## src/rtl/c4_cmd_pkg.sv

```systemverilog
// Shared encodings for the connect-four input sequencer: queued command codes,
// issue FSM states and button lane indices.
package c4_cmd_pkg;
  typedef enum logic [1:0] {
    CMD_NONE  = 2'b00,
    CMD_LEFT  = 2'b01,
    CMD_RIGHT = 2'b10,
    CMD_DROP  = 2'b11
  } cmd_e;

  typedef enum logic [1:0] {
    IDLE  = 2'b00,
    ISSUE = 2'b01,
    GAP   = 2'b10
  } state_e;

  localparam int NUM_BTN   = 3;
  localparam int BTN_RIGHT = 0;
  localparam int BTN_LEFT  = 1;
  localparam int BTN_DROP  = 2;
endpackage

```

## src/rtl/c4_input_sequencer_if.sv

```systemverilog
// Engine-side bundle: ready/game-over in, command pulses and queue status out.
interface c4_input_sequencer_if #(
  parameter int FIFO_DEPTH = 4
);
  localparam int QC_W = $clog2(FIFO_DEPTH) + 1;

  logic            game_ready;
  logic            game_over;
  logic            cmd_right;
  logic            cmd_left;
  logic            cmd_drop;
  logic [QC_W-1:0] queue_count;
  logic            overflow;

  modport master (
    input  game_ready, game_over,
    output cmd_right, cmd_left, cmd_drop, queue_count, overflow
  );

  modport slave (
    output game_ready, game_over,
    input  cmd_right, cmd_left, cmd_drop, queue_count, overflow
  );
endinterface

```

## src/rtl/c4_input_sequencer_debouncer.sv

```systemverilog
// Per-button lane: two-flop synchronizer, saturating-free debounce counter and
// a single-cycle rise strobe on the debounced level.
module button_debouncer #(
  parameter int DEBOUNCE_CYCLES = 250000,
  parameter int CNT_W           = 18
) (
  input  logic clk_25MHz,
  input  logic rst_n,
  input  logic btn,
  output logic rise
);
  logic [1:0]       sync;
  logic             deb, deb_d;
  logic [CNT_W-1:0] cnt;

  always_ff @(posedge clk_25MHz or negedge rst_n) begin
    if (!rst_n) begin
      sync  <= '0;
      deb   <= 1'b0;
      deb_d <= 1'b0;
      cnt   <= '0;
    end else begin
      sync  <= {sync[0], btn};
      deb_d <= deb;
      if (sync[1] == deb) begin
        cnt <= '0;
      end else if (cnt == CNT_W'(DEBOUNCE_CYCLES - 1)) begin
        deb <= sync[1];
        cnt <= '0;
      end else begin
        cnt <= cnt + 1'b1;
      end
    end
  end

  assign rise = deb & ~deb_d;
endmodule

```

## src/rtl/c4_input_sequencer.sv

```systemverilog
// Button front-end for the connect-four engine: debounced presses are latched as
// pending, serialized into a small FIFO and issued as rate-limited pulses.
module c4_input_sequencer
  import c4_cmd_pkg::*;
#(
  parameter int DEBOUNCE_CYCLES = 250000,
  parameter int CNT_W           = 18,
  parameter int FIFO_DEPTH      = 4,
  parameter int GAP_CYCLES      = 2
) (
  input  logic                  clk_25MHz,
  input  logic                  rst_n,
  input  logic                  move_right,
  input  logic                  move_left,
  input  logic                  drop_piece,
  c4_input_sequencer_if.master  bus
);
  localparam int QC_W  = $clog2(FIFO_DEPTH) + 1;
  localparam int PTR_W = $clog2(FIFO_DEPTH);
  localparam int GAP_W = $clog2(GAP_CYCLES + 1);

  logic [NUM_BTN-1:0] btn_raw, rise, pend, pend_clr, lost;
  logic               push, pop, can_issue, overflow_q;
  cmd_e               push_cmd, cmd_q;
  cmd_e               fifo_mem [FIFO_DEPTH];
  logic [PTR_W-1:0]   wr_ptr, rd_ptr;
  logic [QC_W-1:0]    count;
  state_e             state, state_nxt;
  logic [GAP_W-1:0]   gap_cnt;

  assign btn_raw = {drop_piece, move_left, move_right};

  for (genvar i = 0; i < NUM_BTN; i++) begin : g_btn
    button_debouncer #(
      .DEBOUNCE_CYCLES(DEBOUNCE_CYCLES),
      .CNT_W          (CNT_W)
    ) u_deb (
      .clk_25MHz(clk_25MHz),
      .rst_n    (rst_n),
      .btn      (btn_raw[i]),
      .rise     (rise[i])
    );
  end

  // A rise only counts as lost if the flag stays set this cycle; a same-cycle push frees it.
  assign lost = rise & pend & ~pend_clr;

  always_ff @(posedge clk_25MHz or negedge rst_n) begin
    if (!rst_n) begin
      pend       <= '0;
      overflow_q <= 1'b0;
    end else if (bus.game_over) begin
      pend <= '0;
    end else begin
      pend <= (pend & ~pend_clr) | rise;
      if (|lost) overflow_q <= 1'b1;
    end
  end

  always_comb begin
    push     = 1'b0;
    push_cmd = CMD_NONE;
    pend_clr = '0;
    if (!bus.game_over && count != QC_W'(FIFO_DEPTH)) begin
      if (pend[BTN_DROP]) begin
        push = 1'b1; push_cmd = CMD_DROP;  pend_clr[BTN_DROP]  = 1'b1;
      end else if (pend[BTN_LEFT]) begin
        push = 1'b1; push_cmd = CMD_LEFT;  pend_clr[BTN_LEFT]  = 1'b1;
      end else if (pend[BTN_RIGHT]) begin
        push = 1'b1; push_cmd = CMD_RIGHT; pend_clr[BTN_RIGHT] = 1'b1;
      end
    end
  end

  always_ff @(posedge clk_25MHz) begin
    if (push) fifo_mem[wr_ptr] <= push_cmd;
  end

  always_ff @(posedge clk_25MHz or negedge rst_n) begin
    if (!rst_n) begin
      wr_ptr <= '0;
      rd_ptr <= '0;
      count  <= '0;
    end else if (bus.game_over) begin
      wr_ptr <= '0;
      rd_ptr <= '0;
      count  <= '0;
    end else begin
      if (push) wr_ptr <= wr_ptr + 1'b1;
      if (pop)  rd_ptr <= rd_ptr + 1'b1;
      count <= count + QC_W'(push) - QC_W'(pop);
    end
  end

  assign can_issue = (count != '0) && bus.game_ready && !bus.game_over;

  // The last GAP cycle decides like IDLE so queued commands go out every 1+GAP cycles.
  always_comb begin
    state_nxt = state;
    pop       = 1'b0;
    unique case (state)
      IDLE:  if (can_issue) begin state_nxt = ISSUE; pop = 1'b1; end
      ISSUE: state_nxt = GAP;
      GAP: begin
        if (gap_cnt == GAP_W'(GAP_CYCLES - 1)) begin
          if (can_issue) begin state_nxt = ISSUE; pop = 1'b1; end
          else           state_nxt = IDLE;
        end
      end
      default: state_nxt = IDLE;
    endcase
  end

  always_ff @(posedge clk_25MHz or negedge rst_n) begin
    if (!rst_n) begin
      state   <= IDLE;
      gap_cnt <= '0;
      cmd_q   <= CMD_NONE;
    end else begin
      state   <= state_nxt;
      gap_cnt <= (state == GAP) ? gap_cnt + 1'b1 : '0;
      cmd_q   <= pop ? fifo_mem[rd_ptr] : CMD_NONE;
    end
  end

  assign bus.cmd_right   = (cmd_q == CMD_RIGHT);
  assign bus.cmd_left    = (cmd_q == CMD_LEFT);
  assign bus.cmd_drop    = (cmd_q == CMD_DROP);
  assign bus.queue_count = count;
  assign bus.overflow    = overflow_q;
endmodule

```

## src/flat_wrapper.sv

```systemverilog
// flat-port wrapper written by rule: the top's interface ports become plain ports
module c4_input_sequencer_flat import c4_cmd_pkg::*;
#(
  parameter int DEBOUNCE_CYCLES = 250000,
  parameter int CNT_W           = 18,
  parameter int FIFO_DEPTH      = 4,
  parameter int GAP_CYCLES      = 2
)
  (clk_25MHz, rst_n, move_right, move_left, drop_piece, bus_game_ready, bus_game_over, bus_cmd_right, bus_cmd_left, bus_cmd_drop, bus_queue_count, bus_overflow);
  c4_input_sequencer_if #(.FIFO_DEPTH(FIFO_DEPTH)) bus_i ();
  input  logic clk_25MHz;
  input  logic rst_n;
  input  logic move_right;
  input  logic move_left;
  input  logic drop_piece;
  input wire logic [$bits(bus_i.game_ready)-1:0] bus_game_ready;
  input wire logic [$bits(bus_i.game_over)-1:0] bus_game_over;
  output wire logic [$bits(bus_i.cmd_right)-1:0] bus_cmd_right;
  output wire logic [$bits(bus_i.cmd_left)-1:0] bus_cmd_left;
  output wire logic [$bits(bus_i.cmd_drop)-1:0] bus_cmd_drop;
  output wire logic [$bits(bus_i.queue_count)-1:0] bus_queue_count;
  output wire logic [$bits(bus_i.overflow)-1:0] bus_overflow;
  assign bus_i.game_ready = bus_game_ready;
  assign bus_i.game_over = bus_game_over;
  assign bus_cmd_right = bus_i.cmd_right;
  assign bus_cmd_left = bus_i.cmd_left;
  assign bus_cmd_drop = bus_i.cmd_drop;
  assign bus_queue_count = bus_i.queue_count;
  assign bus_overflow = bus_i.overflow;
  c4_input_sequencer #(.DEBOUNCE_CYCLES(DEBOUNCE_CYCLES), .CNT_W(CNT_W), .FIFO_DEPTH(FIFO_DEPTH), .GAP_CYCLES(GAP_CYCLES)) u_core (.clk_25MHz(clk_25MHz), .rst_n(rst_n), .move_right(move_right), .move_left(move_left), .drop_piece(drop_piece), .bus(bus_i));
endmodule
```

## config.mk

```make
export PLATFORM = sky130hd
export DESIGN_NAME = c4_input_sequencer_flat
export DESIGN_NICKNAME = d
export VERILOG_FILES = /design/src/rtl/c4_cmd_pkg.sv /design/src/rtl/c4_input_sequencer_if.sv /design/src/rtl/c4_input_sequencer_debouncer.sv /design/src/rtl/c4_input_sequencer.sv /design/src/flat_wrapper.sv
export SDC_FILE = /design/constraint.sdc
export NUM_CORES = 1
export LEC_CHECK = 0
export ABC_AREA = 0
export BUFFER_PORTS_ARGS = -buffer_cell sky130_fd_sc_hd__buf_2
export CAP_MARGIN = 20
export CORE_ASPECT_RATIO = 0.6
export CORE_MARGIN = 2
export CORE_UTILIZATION = 62
export CTS_CLUSTER_DIAMETER = 30
export CTS_CLUSTER_SIZE = 25
export DETAILED_ROUTE_END_ITERATION = 16
export HOLD_SLACK_MARGIN = 0.08
export PLACE_DENSITY = 0.8
export SLEW_MARGIN = 20
export SYNTH_ARGS = -nofsm -noshare
export SYNTH_HDL_FRONTEND = slang
export SYNTH_HIERARCHICAL = 1
export SYNTH_SLANG_ARGS = --single-unit
```

## constraint.sdc

```tcl
create_clock -name clk_25MHz -period 2.6 [get_ports clk_25MHz]
set_input_delay 0.26 -clock clk_25MHz [delete_from_list [all_inputs] [get_ports clk_25MHz]]
set_output_delay 0.26 -clock clk_25MHz [all_outputs]
set_load 0.01 [all_outputs]
```

# Yosys cells after proc, flatten, opt, wreduce, memory -nomap -nowiden
# Memories as Yosys holds them, arrays and structs flattened.
# Cells that the tools add are included.
op_classes:
  n_addsub: 8
  n_eq_ne: 15
  n_mux: 36
  n_bitwise: 15
  reduce_logical: 14
ops:
  columns: ["op", "n"]
  rows:
  - ["$mux W18", 6]
  - ["$add A18 B1 Y18 const B", 3]
  - ["$eq A18 B18 Y1 const B", 3]
  - ["$mux W2", 13]
  - ["$mux W1", 12]
  - ["$reduce_and A2 Y1", 5]
  - ["$and A3 B3 Y3", 3]
  - ["$mux W3", 3]
  - ["$not A1 Y1", 7]
  - ["$add A2 B1 Y2 const B", 3]
  - ["$eq A2 B1 Y1 const B", 3]
  - ["$eq A2 B2 Y1 const B", 3]
  - ["$pmux W2 S3", 1]
  - ["$ne A2 B1 Y1 const B", 2]
  - ["$reduce_bool A2 Y1", 2]
  - ["$add A3 B1 Y3", 1]
  - ["$and A1 B1 Y1", 3]
  - ["$eq A1 B1 Y1", 3]
  - ["$logic_and A1 B1 Y1", 3]
  - ["$ne A3 B3 Y1 const B", 1]
  - ["$not A3 Y3", 1]
  - ["$or A3 B3 Y3", 1]
  - ["$reduce_bool A3 Y1", 1]
  - ["$reduce_or A3 Y1", 1]
  - ["4 further kinds", 4]
word_totals:
  ff_bits: 83
  ram_bits: 8
  inputBits: 7
  output_inout_bits: 7
  elab_cells: 109
  memories: 1
mem_list:
  columns: ["memory", "depth", "width", "rd", "rd_ports_with_merged_regs", "write_ports", "line", "rtl"]
  rows:
  - ["u_core.fifo_mem", 4, 2, 1, 0, 1, "c4_input_sequencer.sv:25", "cmd_e fifo_mem [FIFO_DEPTH];"]

# Depth between registers and ports, before layout
depth:
  word_depth: 8
  ltp_mapped: 11
  mapped_depth_nobuf: 11

# By module
# The synthesis kept the hierarchy.
modules_own_cells:
  columns: ["mod", "n_inst", "cells_per_inst", "area_each_um2", "seq_area_each_um2"]
  rows:
  - ["button_debouncer at u_core.g_btn[0].u_deb ...", 2, 100, 1061.0, 550.5]
  - ["c4_input_sequencer", 1, 101, 1209.9, 665.6]
  - ["button_debouncer at u_core.g_btn[1].u_deb", 1, 99, 1076.0, 550.5]

# Worst setup path before layout
# No wires, ideal clock.
synth_timing:
  kind: "reg2reg"
  from: "register u_core.count[1] (netlist: u_core/bus.queue_count[1])"
  to: "register u_core.count[2] (netlist: u_core/bus.queue_count[2])"
  setup_ns: 0.086
  arrival_time_ns: 2.209
  required_ns: 2.514
  setup_slack_ns: 0.305
  stages_incl_launch_ff: 10
  n_path_buf: 0
  period_less_slack_ns: 2.295
  cell_sequence: "dfrtp_1 -> or3_2 -> nand3_2 -> xnor2_1 -> ha_1 -> inv_1 -> fa_1 -> xor2_1 -> and2_1 -> nor3_1"
synth_via:
  elab_chain_len: 8
  elab_cells_between_ends: 12
  cone_classes: "2 x add/sub; 1 x eq/ne; 5 x mux; 4 x reduce/logical"
synth_rtl:
  columns: ["element", "line", "rtl"]
  rows:
  - ["start, declared", "c4_input_sequencer.sv:27", "logic [QC_W-1:0] count;"]
  - ["start signal, assigned", "c4_input_sequencer.sv:91", "count <= count + QC_W'(push) - QC_W'(pop);"]
  - ["parallel branches: the longest is 6 deep, another holds $add A3 B1 Y3", null, null]
  - ["$sub A3 B1 Y3 (*)", "c4_input_sequencer.sv:91", null]
  - ["$mux W3 (*)", "c4_input_sequencer.sv:84", "end else if (bus.game_over) begin"]
# Mark *: on every way between the ends.
# A chain may end at the register's enable or synchronous reset.

# Worst setup path in the final report
layout_timing:
  from: "register u_core.count[0] (netlist: u_core/bus.queue_count[0])"
  to: "register u_core.count[2] (netlist: u_core/bus.queue_count[2])"
# Same word-level chain as after synthesis.

==> run summary <==
Yosys top cell by area - dfrtp_1
Mapped Cells - 400
CP required - 2.85 ns
die area - 7820 um^2
Tot GR Track Use - 22.7%
Fin Hold WS - 0.269 ns
Ant. Diodes - 0
layout cells sized above 1 - 13.9%
Setup TNS - 0 ns
top cells by area, synth - dfrtp_1, edfxtp_1, xor2_1
Synth Warn # - 6
Root Buffer - clkbuf_16
RSZ-0062 raised after global routing - false
CP startpoint kind - register
worst vdd ir - 0.535 mV
initial DRC count - 253
synthesized area per cell - 11.0 um^2
post-synth net total - 417
CTS H-tree depth - 3
final design utilization - 72.7%
CP arrival - 2.65 ns
dominant synthesized flop cell - dfrtp_1
cts bufs inserted - 9
Slew Viols, Final - 0
WL final - 7.94 mm
Worst Hold Launch - bus_game_over
remaining antenna violation count after routing - 0
min Tclk post-route - 2.40 ns
Max Cap Viol - 0
starting density of the core - 65.2%
leak pwr - 2.15 nW
vias in the first global route - 3,007
Post-CTS Setup Inserts - 0
reg-to-reg slack, setup - 0.20 ns
CTS Buffer Depth - 2
sequential cell area fraction in the yosys report - 52.6%
core area - 6760 um^2
clock slew at reported path FFs - 0.06 ns
global-route wire length before repair - 14.0 mm
Congestion Overflow GR - 0
Tot Pwr - 3.14 mW
pin count of the biggest net entering global routing - 48
Multi-input gate area - 1970 um^2
worst hold path depth - 2
Seq cells post-synth - 91
chip width - 113 um
DP Wirelength - 5.58 mm
hold crit path type - input port to register
Worst-Skew Late Latency - 0.34 ns
Fin. Hold Viols - 0
Area Overhead vs Synth - 11.6%
Synth cell types - 53
Fmax - 0.417 GHz
critical path type - register to register
reg-to-reg critical path startpoint - u_core/bus.queue_count[0]
clk_skew - 0.00772 ns
routed vias - 3,094
setup violators final - 0
reg2reg end - u_core/bus.queue_count[2]
nets - 444
asr flop ratio synth - 91.2%
status - complete, no violations
Num Clock Sinks - 91
Yosys top cell area share - 47.1%
IO buf count - 13
CTS tree - yes
Slew HR - 66.4%
drt pass-1 iters - 5
Residual DRC - 0
flip-flop and latch area - 2320 um^2
worst slew pin tran - 0.503 ns
Hold Path End - u_core/pend[2]
DIE HEIGHT - 69.3 um
fillers - 482
I/O pin count - 14
EDFF count, synth - 8
Mapped Area - 4410 um^2
wire length per cell - 15.3 um
Final period util - 92.1%
Power Density - 639 nW/um^2
# rows - 23
Critical Path Sink Type - register
CP max FO - 6
DR vias/cell - 5.96
reg2reg path depth - 9
Placer Congestion - 0.830
initial antenna violation count - 0
-- cells by family (layout without fill, tap and decap cells) --
kind of cell    Yosys count  count (layout)  synth area share, %
xor+xnor                 36              36                 7.15
buf+inv                  22              54                 2.75
fa+ha+maj                10              10                 3.01
flops                    91              91                 52.6
mux                       7               7                 2.24
compound gates           51              51                 8.20
simple gates            183             183                 24.1
-- worst max-delay path by stage --
stage | startpoint | end | slack (ns)
global placement | u_core/bus.queue_count[0] | u_core/bus.queue_count[2] | 0.36
floorplan | u_core/bus.queue_count[1] | u_core/bus.queue_count[2] | 0.30
finish | u_core/bus.queue_count[0] | u_core/bus.queue_count[2] | 0.20
global route | u_core/bus.queue_count[0] | u_core/bus.queue_count[2] | 0.04
CTS | u_core/bus.queue_count[0] | u_core/bus.queue_count[2] | 0.20
detailed placement | u_core/bus.queue_count[0] | u_core/bus.queue_count[2] | 0.27
-- report_power, final --
part           leakage, nW  total [mW]  switching [mW]  internal, mW
Clock                0.143        1.29           0.520         0.771
Sequential            1.21        1.54          0.0542          1.48
Combinational        0.798       0.314           0.172         0.142
Total                 2.15        3.14           0.746          2.40
-- through the flow --
step                instance area (um^2)  setup WS, ns  std cells
floorplan                           4410         0.305        400
global placement                    4580         0.356        499
detailed placement                  4580         0.269        499
CTS                                 4920         0.200        519
global route                        4920        0.0362        519
finish                              4920         0.204        519
-- synth_stat cells (9+ instances only) --
cell type	number
dfrtp_1	83
nor2_1	46
xor2_1	27
nand3_1	23
nand2_1	22
a21oi_1	21
inv_1	14
o21ai_0	11
and4_1	10
nand4_1	10
o31ai_1	10
ha_1	9
nor2b_1	9
xnor2_1	9
-- worst max-delay path: stages, from the launching register on --
cell	delay (ns)
dfrtp_1	0.45
or3_2	0.50
nand3_2	0.14
xnor2_1	0.16
ha_1	0.19
inv_1	0.05
fa_1	0.37
xor2_1	0.16
and2_1	0.16
nor3_1	0.14
-- sequential cells by signal (all words and copies together), names as in the netlist --
signal / cells
u_core/pend: 3
u_core/bus.overflow: 1
u_core/g_btn.u_deb/deb_d: 3
u_core/state: 2
u_core/bus.queue_count: 3
u_core/rd_ptr: 2
u_core/g_btn.u_deb/sync: 6
u_core/fifo_mem: 8
u_core/gap_cnt: 2
u_core/wr_ptr: 2
u_core/cmd_q: 2
u_core/g_btn.u_deb/cnt: 54
u_core/g_btn.u_deb/deb: 3
-- metal layers --
layer	vias to the layer above	wire length, um	track usage (%)
met5	-	0	0
met4	0	121	7.32
met3	15	397	7.17
met2	91	3510	32.3
met1	1501	3910	33.2
li1	1487	-	-
-- cell usage in the layout, fill, tap and decap left out, types with 4 or more instances in the layout --
| master | count |
|---|---|
| nand3_1 | 23 |
| and3_1 | 5 |
| nand4_1 | 10 |
| nor4_1 | 5 |
| buf_2 | 12 |
| or4_1 | 8 |
| buf_4 | 7 |
| o21ai_0 | 11 |
| or3_1 | 8 |
| nor2b_1 | 9 |
| ha_1 | 9 |
| nor3_1 | 5 |
| nand2_1 | 22 |
| and4_1 | 10 |
| xor2_1 | 27 |
| a21oi_1 | 21 |
| o31ai_1 | 10 |
| edfxtp_1 | 8 |
| clkbuf_16 | 9 |
| and2_1 | 8 |
| dfrtp_1 | 83 |
| xnor2_1 | 9 |
| dlygate4sd3_1 | 4 |
| inv_1 | 14 |
| nor2_1 | 46 |
-- final cells by class --
| class | instances | area share [%] |
|---|---|---|
| Timing Repair Buffer | 24 | 3.51 |
| Inverter | 14 | 1.07 |
| Multi-Input combinational cell | 287 | 40.0 |
| Tap cell | 87 | 2.21 |
| Clock inverter | 4 | 1.04 |
| Sequential cell | 91 | 47.1 |
| Clock buffer | 12 | 5.01 |
-- timing repair --
action | 4_1_cts | 5_1_grt
resized for setup | 0 | 0
hold endpoints to repair | 39 | 0
hold buffers | 4 | 0
No activity file was read; power rests on OpenSTA's default activity.
